<file path="src/rtl/seq_control_unit.sv">
// seq_control_unit: sequential instruction decoder for the 9-bit ISA.
// Decodes the instruction word each cycle, owns the architectural compare flag,
// stretches loads over MEM_LAT cycles with PCEn held low, and latches DONE as a
// sticky halt. All decode outputs are combinational from state and instr.
module seq_control_unit #(
   parameter int OPW     = 9,
   parameter int RAW     = 4,
   parameter int ALUOPW  = 5,
   parameter int MEM_LAT = 2
) (
   input  logic              Clk,
   input  logic              Reset,
   input  logic [OPW-1:0]    instr,
   input  logic              instr_valid,
   input  logic              eq_in,
   input  logic              lt_in,
   output logic [RAW-1:0]    ReadAddr1,
   output logic [RAW-1:0]    ReadAddr2,
   output logic [RAW-1:0]    WriteAddr,
   output logic              RegWrite,
   output logic              MemWrite,
   output logic              MemtoReg,
   output logic              ALUSrc,
   output logic [ALUOPW-1:0] ALUOp,
   output logic [7:0]        Imm,
   output logic              BranchTaken,
   output logic [4:0]        BranchIdx,
   output logic              PCEn,
   output logic              Flag,
   output logic              Halt,
   output logic              Illegal
);

   typedef enum logic [1:0] {
      S_RUN,
      S_MEMWAIT,
      S_HALT
   } state_t;

   // Counter is preloaded so that the final wait cycle is the one with count 1.
   localparam logic [3:0] LOAD_WAIT = 4'(MEM_LAT - 1);

   localparam logic [8:0] OP_DONE = 9'b111111111;
   localparam logic [8:0] OP_NOP  = 9'b111111110;

   state_t     state, state_next;
   logic       flag_q, flag_next;
   logic [3:0] cnt, cnt_next;
   logic [8:0] op;

   // Only the low nine bits carry fields; wider instruction words are ignored above.
   assign op        = instr[8:0];
   assign Imm       = op[7:0];
   assign BranchIdx = op[4:0];
   assign Flag      = flag_q;

   // State, compare flag and load-wait counter registers.
   always_ff @(posedge Clk or negedge Reset) begin
      if (!Reset) begin
         state  <= S_RUN;
         flag_q <= 1'b0;
         cnt    <= 4'd0;
      end else begin
         // NOTE: non-blocking assignments keep every register sampling pre-edge values.
         state  <= state_next;
         flag_q <= flag_next;
         cnt    <= cnt_next;
      end
   end

   // Next-state, next-flag, counter update and all decode outputs.
   always_comb begin
      // NOTE: every output gets its default first, so no path can infer a latch.
      ReadAddr1   = '0;
      ReadAddr2   = RAW'(1);
      WriteAddr   = '0;
      RegWrite    = 1'b0;
      MemWrite    = 1'b0;
      MemtoReg    = 1'b0;
      ALUSrc      = 1'b0;
      ALUOp       = '1;
      BranchTaken = 1'b0;
      PCEn        = 1'b0;
      Halt        = 1'b0;
      Illegal     = 1'b0;
      state_next  = state;
      flag_next   = flag_q;
      cnt_next    = cnt;

      // While reset is held the outputs stay at their defaults.
      if (Reset) begin
         case (state)
            S_RUN: begin
               if (instr_valid) begin
                  PCEn = 1'b1;
                  if (op == OP_DONE) begin
                     state_next = S_HALT;
                  end else if (op == OP_NOP) begin
                     // defaults plus PC advance
                  end else if (op[8:5] == 4'b1110) begin
                     if (op[4:3] != 2'b11) begin
                        case (op[4:2])
                           3'b000:  ALUOp = ALUOPW'(5'b00100);
                           3'b001:  ALUOp = ALUOPW'(5'b00101);
                           3'b010:  ALUOp = ALUOPW'(5'b00000);
                           3'b011:  ALUOp = ALUOPW'(5'b00001);
                           3'b100:  ALUOp = ALUOPW'(5'b00010);
                           default: ALUOp = ALUOPW'(5'b00011);
                        endcase
                        WriteAddr = RAW'(op[1:0]);
                        RegWrite  = 1'b1;
                     end else if (op[1:0] == 2'b00) begin
                        flag_next = op[2] ? lt_in : eq_in;
                     end else begin
                        // malformed compare executes as a NOP and leaves the flag alone
                        Illegal = 1'b1;
                     end
                  end else if (op[8:6] == 3'b110) begin
                     BranchTaken = op[5] ? flag_q : 1'b1;
                     if (op[5] && flag_q) begin
                        flag_next = 1'b0;
                     end
                  end else if (op[8:7] == 2'b10) begin
                     ReadAddr1 = RAW'(op[5:4]);
                     if (op[6]) begin
                        MemWrite = 1'b1;
                     end else begin
                        WriteAddr = RAW'(op[5:4]);
                        if (MEM_LAT == 1) begin
                           RegWrite = 1'b1;
                           MemtoReg = 1'b1;
                        end else begin
                           PCEn       = 1'b0;
                           cnt_next   = LOAD_WAIT;
                           state_next = S_MEMWAIT;
                        end
                     end
                  end else if (!op[8]) begin
                     ALUSrc    = 1'b1;
                     ALUOp     = ALUOPW'(5'b00110);
                     WriteAddr = '0;
                     RegWrite  = 1'b1;
                  end else begin
                     Illegal = 1'b1;
                  end
               end
            end

            S_MEMWAIT: begin
               // instr is held stable by the PC, so the load fields are still valid
               ReadAddr1 = RAW'(op[5:4]);
               WriteAddr = RAW'(op[5:4]);
               cnt_next  = cnt - 4'd1;
               if (cnt == 4'd1) begin
                  RegWrite   = 1'b1;
                  MemtoReg   = 1'b1;
                  PCEn       = 1'b1;
                  state_next = S_RUN;
               end
            end

            S_HALT: begin
               Halt = 1'b1;
            end

            default: begin
               state_next = S_RUN;
            end
         endcase
      end
   end

endmodule
</file>
<file path="config.mk">
export PLATFORM = sky130hd
export DESIGN_NAME = seq_control_unit
export DESIGN_NICKNAME = d
export VERILOG_FILES = /design/src/rtl/seq_control_unit.sv
export SDC_FILE = /design/constraint.sdc
export NUM_CORES = 1
export LEC_CHECK = 0
export ABC_AREA = 1
export CAP_MARGIN = 25
export CORE_UTILIZATION = 42
export DETAILED_ROUTE_END_ITERATION = 10
export PLACE_DENSITY = 0.9
export SLEW_MARGIN = 20
export SYNTH_ARGS = -nofsm -noshare
export SYNTH_HDL_FRONTEND = slang
export SYNTH_SLANG_ARGS = --single-unit
</file>
<file path="constraint.sdc">
create_clock -name Clk -period 4.7 [get_ports Clk]
set_clock_uncertainty 0.1 [all_clocks]
set_input_delay 1.175 -clock Clk [delete_from_list [all_inputs] [get_ports Clk]]
set_output_delay 1.175 -clock Clk [all_outputs]
set_load 0.01 [all_outputs]
</file>
---- After elaboration in Yosys (flattened, before gate mapping) ----
Index checks and enable logic that the tools add are counted.
operators by class
  multiplexer cells ....................... 109
  equal/unequal tests ..................... 28
  $add $sub $neg .......................... 1
  bitwise operators ....................... 3
  reductions and logical operators ........ 10
operators by type and width
  cell                   count
  $mux W1                61
  $mux W4                15
  $mux W5                10
  $mux W2                16
  $reduce_and A9 Y1      3
  $ne A2 B2 Y1 const B   10
  $eq A9 B9 Y1 const B   2
  $pmux W4 S2            2
  $ne A3 B3 Y1 const B   5
  $pmux W3 S5            1
  $eq A3 B2 Y1 const B   2
  $eq A3 B3 Y1 const B   2
  $pmux W2 S3            1
  $reduce_bool A2 Y1     3
  $eq A2 B2 Y1 const B   2
  $eq A4 B1 Y1 const B   1
  $eq A4 B4 Y1 const B   1
  $logic_not A2 Y1       2
  $pmux W1 S2            2
  $pmux W2 S2            1
  $sub A4 B1 Y4 const B  1
  $eq A3 B1 Y1 const B   1
  $logic_not A3 Y1       1
  $not A1 Y1             3
  3 further kinds        3
storage, ports and cells
  bits of input ports ..................... 14
  output and inout port bits .............. 39
  register bits ........................... 7

---- Depth between registers and ports, before layout ----
  word-level depth ........................ 9
  depth in mapped cells ................... 9
  mapped depth without buffers ............ 9

---- Worst setup path after synthesis ----
No wires, ideal clock.
  path kind ............................... input to output
  start point ............................. input port instr[6]
  end point ............................... output port ALUOp[4]
  slack ................................... 1565 ps
  buffers on the path ..................... 1
  cell stages on the path ................. 6
  data arrival time ....................... 1860 ps
  cell sequence ........................... inv_1 -> nor2_2 -> nand2_2 -> nor2_4 -> o21ai_2 -> buf_4
between the ends
  word-level cells in the longest chain between the ends .. 8
  elaborated cells between the ends (all ways) .. 11
  classes of those cells .................. 4 x eq/ne; 7 x mux
RTL lines
  what             line  text
  start, declared  13    input logic [OPW-1:0] instr,
  $eq A3 B3 Y1     118   end else if (op[8:6] == 3'b110) begin
  $mux W5          118
  $mux W5          100   end else if (op[8:5] == 4'b1110) begin
  $mux W5          98    end else if (op == OP_NOP) begin
  $mux W5 (*)      96    if (op == OP_DONE) begin
  $mux W5 (*)      94    if (instr_valid) begin
  $mux W5 (*)      92    case (state)
  $mux W5 (*)      91    if (Reset) begin
  end, declared    24    output logic [ALUOPW-1:0] ALUOp,
Mark *: on every way between the ends. The rest lies on a longest branch, timed or not.

---- Worst setup path in the final report ----
  start point ............................. input port instr[7]
  end point ............................... output port RegWrite
between the ends
  word-level cells in the longest chain between the ends .. 9
  elaborated cells between the ends (all ways) .. 13
  classes of those cells .................. 5 x eq/ne; 8 x mux
RTL lines
  what             line  text
  $eq A2 B2 Y1     123   end else if (op[8:7] == 2'b10) begin
  $mux W1          123
  $mux W1          118
  $mux W1          100
  $mux W1          98
  $mux W1 (*)      96
  $mux W1 (*)      94
  $pmux W1 S2 (*)  92
  $mux W1 (*)      91
  end, declared    20    output logic RegWrite,
Marked as above.

==> impl_metrics.ini <==
[synth]
synth_seq_area_share_pct = 18.1
ys_ff_latch = 7
syn-cell-area_um2 = 970
syn_inst = 158
synthDistinctLibCells = 24
synth-edff-count = 0
syn_avg_cell_area_um2 = 6.14
synthFlopType = dfrtp_1
yosysWarnings = 0
synth-async-reset-ratio_pct = 100

[cells_and_area]
fill_cells = 215
layout.nets = 208
drive_gt1_share_pct = 13.1
syn_to_final_growth_pct = 37.9
diodes = 0

[floorplan]
die_w_um = 50.1
die-area_um2 = 2510
start_util_pct = 44.3
pin_count = 53
core-area_um2 = 2190
row_count = 17
die_height_um = 50.1

[drt]
routed_wl_um = 2410
vias_per_cell = 4.83
drt_iter0_markers = 22
vias = 1058
drc = 0
firstDrtPassIters = 4
ant_nets = 0
wl_per_cell_um = 11.0

[power]
powerDensity_nw_per_um2 = 295
leakage_nw = 0.647
vdd_drop_max_mv = 0.219

[timing]
period_minus_slack_ns = 4.31
hold_violations = 0
rsz0062_at_grt = false
whs_ns = 0.427
setup_tns_ns = 0
max_freq_ghz = 0.232
post-route-period-util_pct = 91.6
setup_viol = 0
slew_violations = 0

[placed_design]
dpl.hpwl_um = 2030
numPortBuffers = 44
place.gp.congestion = 0.921

[worst_setup_path]
r2r_start = cnt[0]
cp-start-kind = primary input
cp-end-kind = output port
rr_endpoint = cnt[2]
crit_arrival_ns = 3.03
critical_path_class = primary input to output port
timing.critical_path.to = RegWrite
critPathMaxFanout = 5
crit_start = instr[7]
rrSetupSlack_ns = 3.31
crit_required_ns = 3.42
ff2ff_path_depth = 6

[cts]
cts_root_buffer = clkbuf_4
clk_pin_slew_ns = 0.06
numCtsBuffers = 3
cts.sinks = 7
ctsResizeCount = 0
cts_tree = done
clk_latency_ns = 0.25
hold_buffers = 0
cts_setup_buffers = 0
cts.htree.levels = 1
clockBufferDepth = 2

[run_status]
run_status = complete, no violations

[job]
cap_violations = 0

[global_route]
grt_antenna_before_repair = 0
grt-ovfl-total = 0
grt_pass1_wl_um = 3970
grt_pass1_vias = 937
grt_use_total_pct = 20.1
grt_max_degree = 13

[min_path]
worstHoldPathType = register to register
-- placed cells by master (no fill, tap or decap), types with 3 or more instances in the layout --
| cell type | instances |
|---|---|
| nor2_2 | 5 |
| clkbuf_4 | 3 |
| clkdlybuf4s50_1 | 44 |
| dfrtp_1 | 7 |
| o21ai_0 | 7 |
| nand2_1 | 43 |
| nand3_1 | 15 |
| inv_1 | 16 |
| nor2_4 | 3 |
| inv_2 | 3 |
| nor2_1 | 13 |
| nor3_1 | 3 |
| nand2_2 | 4 |
| conb_1 | 8 |
-- cell usage after synthesis, types with 3 or more instances --
master	number	area share, %
inv_1	16	6.2
dfrtp_1	7	18
nor3_1	3	1.5
inv_2	3	1.2
nand2_1	43	17
o21ai_0	7	3.6
nor2_2	5	3.2
nand3_1	15	7.7
nor2_4	3	3.5
buf_4	22	17
nand2_2	4	2.6
nor2_1	13	5.0
-- per-stage QoR --
step | instances | setup slack, ns | util [%] | cell area, um^2 | power [mW]
after floorplan | 164 | 1.57 | - | 992 | 0.259
after global placement | 215 | 0.417 | 59.8 | 1310 | 0.335
after detailed placement | 215 | 0.416 | 59.8 | 1310 | 0.340
after CTS | 219 | 0.410 | 61.1 | 1340 | 0.396
after global routing | 219 | 0.273 | 61.1 | 1340 | 0.436
final | 219 | 0.393 | 61.1 | 1340 | 0.394
-- state kept, by name (all words and copies together) (netlist names) --
register / flops
Flag: 1
state: 2
cnt: 4
-- layout make-up --
type	instances	area, um^2	share of cell area (%)
sequential	7	175	13.1
timing repair buffer	45	448	33.5
multi-input combinational	116	581	43.4
clock inverter	1	5.00	0.374
tap	28	35.0	2.62
inverter	19	71.3	5.33
clock buffer	3	22.5	1.68
-- per-layer routing --
layer / vias to the layer above / global-route usage [%] / wire [um]
met3: 0 / 2.16 / 165
met5: - / 0 / 0
li1: 538 / - / -
met1: 477 / 27.4 / 1090
met4: 0 / 3.33 / 0
met2: 43 / 34.0 / 1160
-- how the worst min path moves through the flow --
| stage | cells past startpoint | slack [ns] | endpoint | from |
|---|---|---|---|---|
| detailed placement | 2 | 0.42 | cnt[1] | cnt[1] |
| finish | 2 | 0.43 | cnt[1] | cnt[1] |
| floorplan | 2 | 0.38 | cnt[2] | cnt[2] |
| global route | 2 | 0.48 | cnt[0] | cnt[0] |
| global placement | 2 | 0.40 | cnt[2] | cnt[2] |
| CTS | 2 | 0.43 | cnt[1] | cnt[1] |
-- critical path: stages --
cell and delay (ns):
clkdlybuf4s50_1 0.61, nand2_2 0.14, nor2_2 0.17, nand2_2 0.12
nor2_4 0.14, o21ai_2 0.09, nand2_1 0.06, clkdlybuf4s50_1 0.52
-- kinds of logic after synthesis --
family / after synthesis / share of synthesized area, %
simple gates: 94 / 47.1
compound gates: 12 / 7.10
other cells: 2 / 0.774
buf+inv: 41 / 24.4
fa+ha+maj: 2 / 2.58
flops: 7 / 18.1
-- power by group --
group / switching [mW] / internal, mW / leakage, nW
logic: 0.140 / 0.105 / 0.539
registers: 0.0168 / 0.0795 / 0.0897
clock network: 0.0222 / 0.0311 / 0.0177
Note: power is estimated with default switching activity, not from simulation.
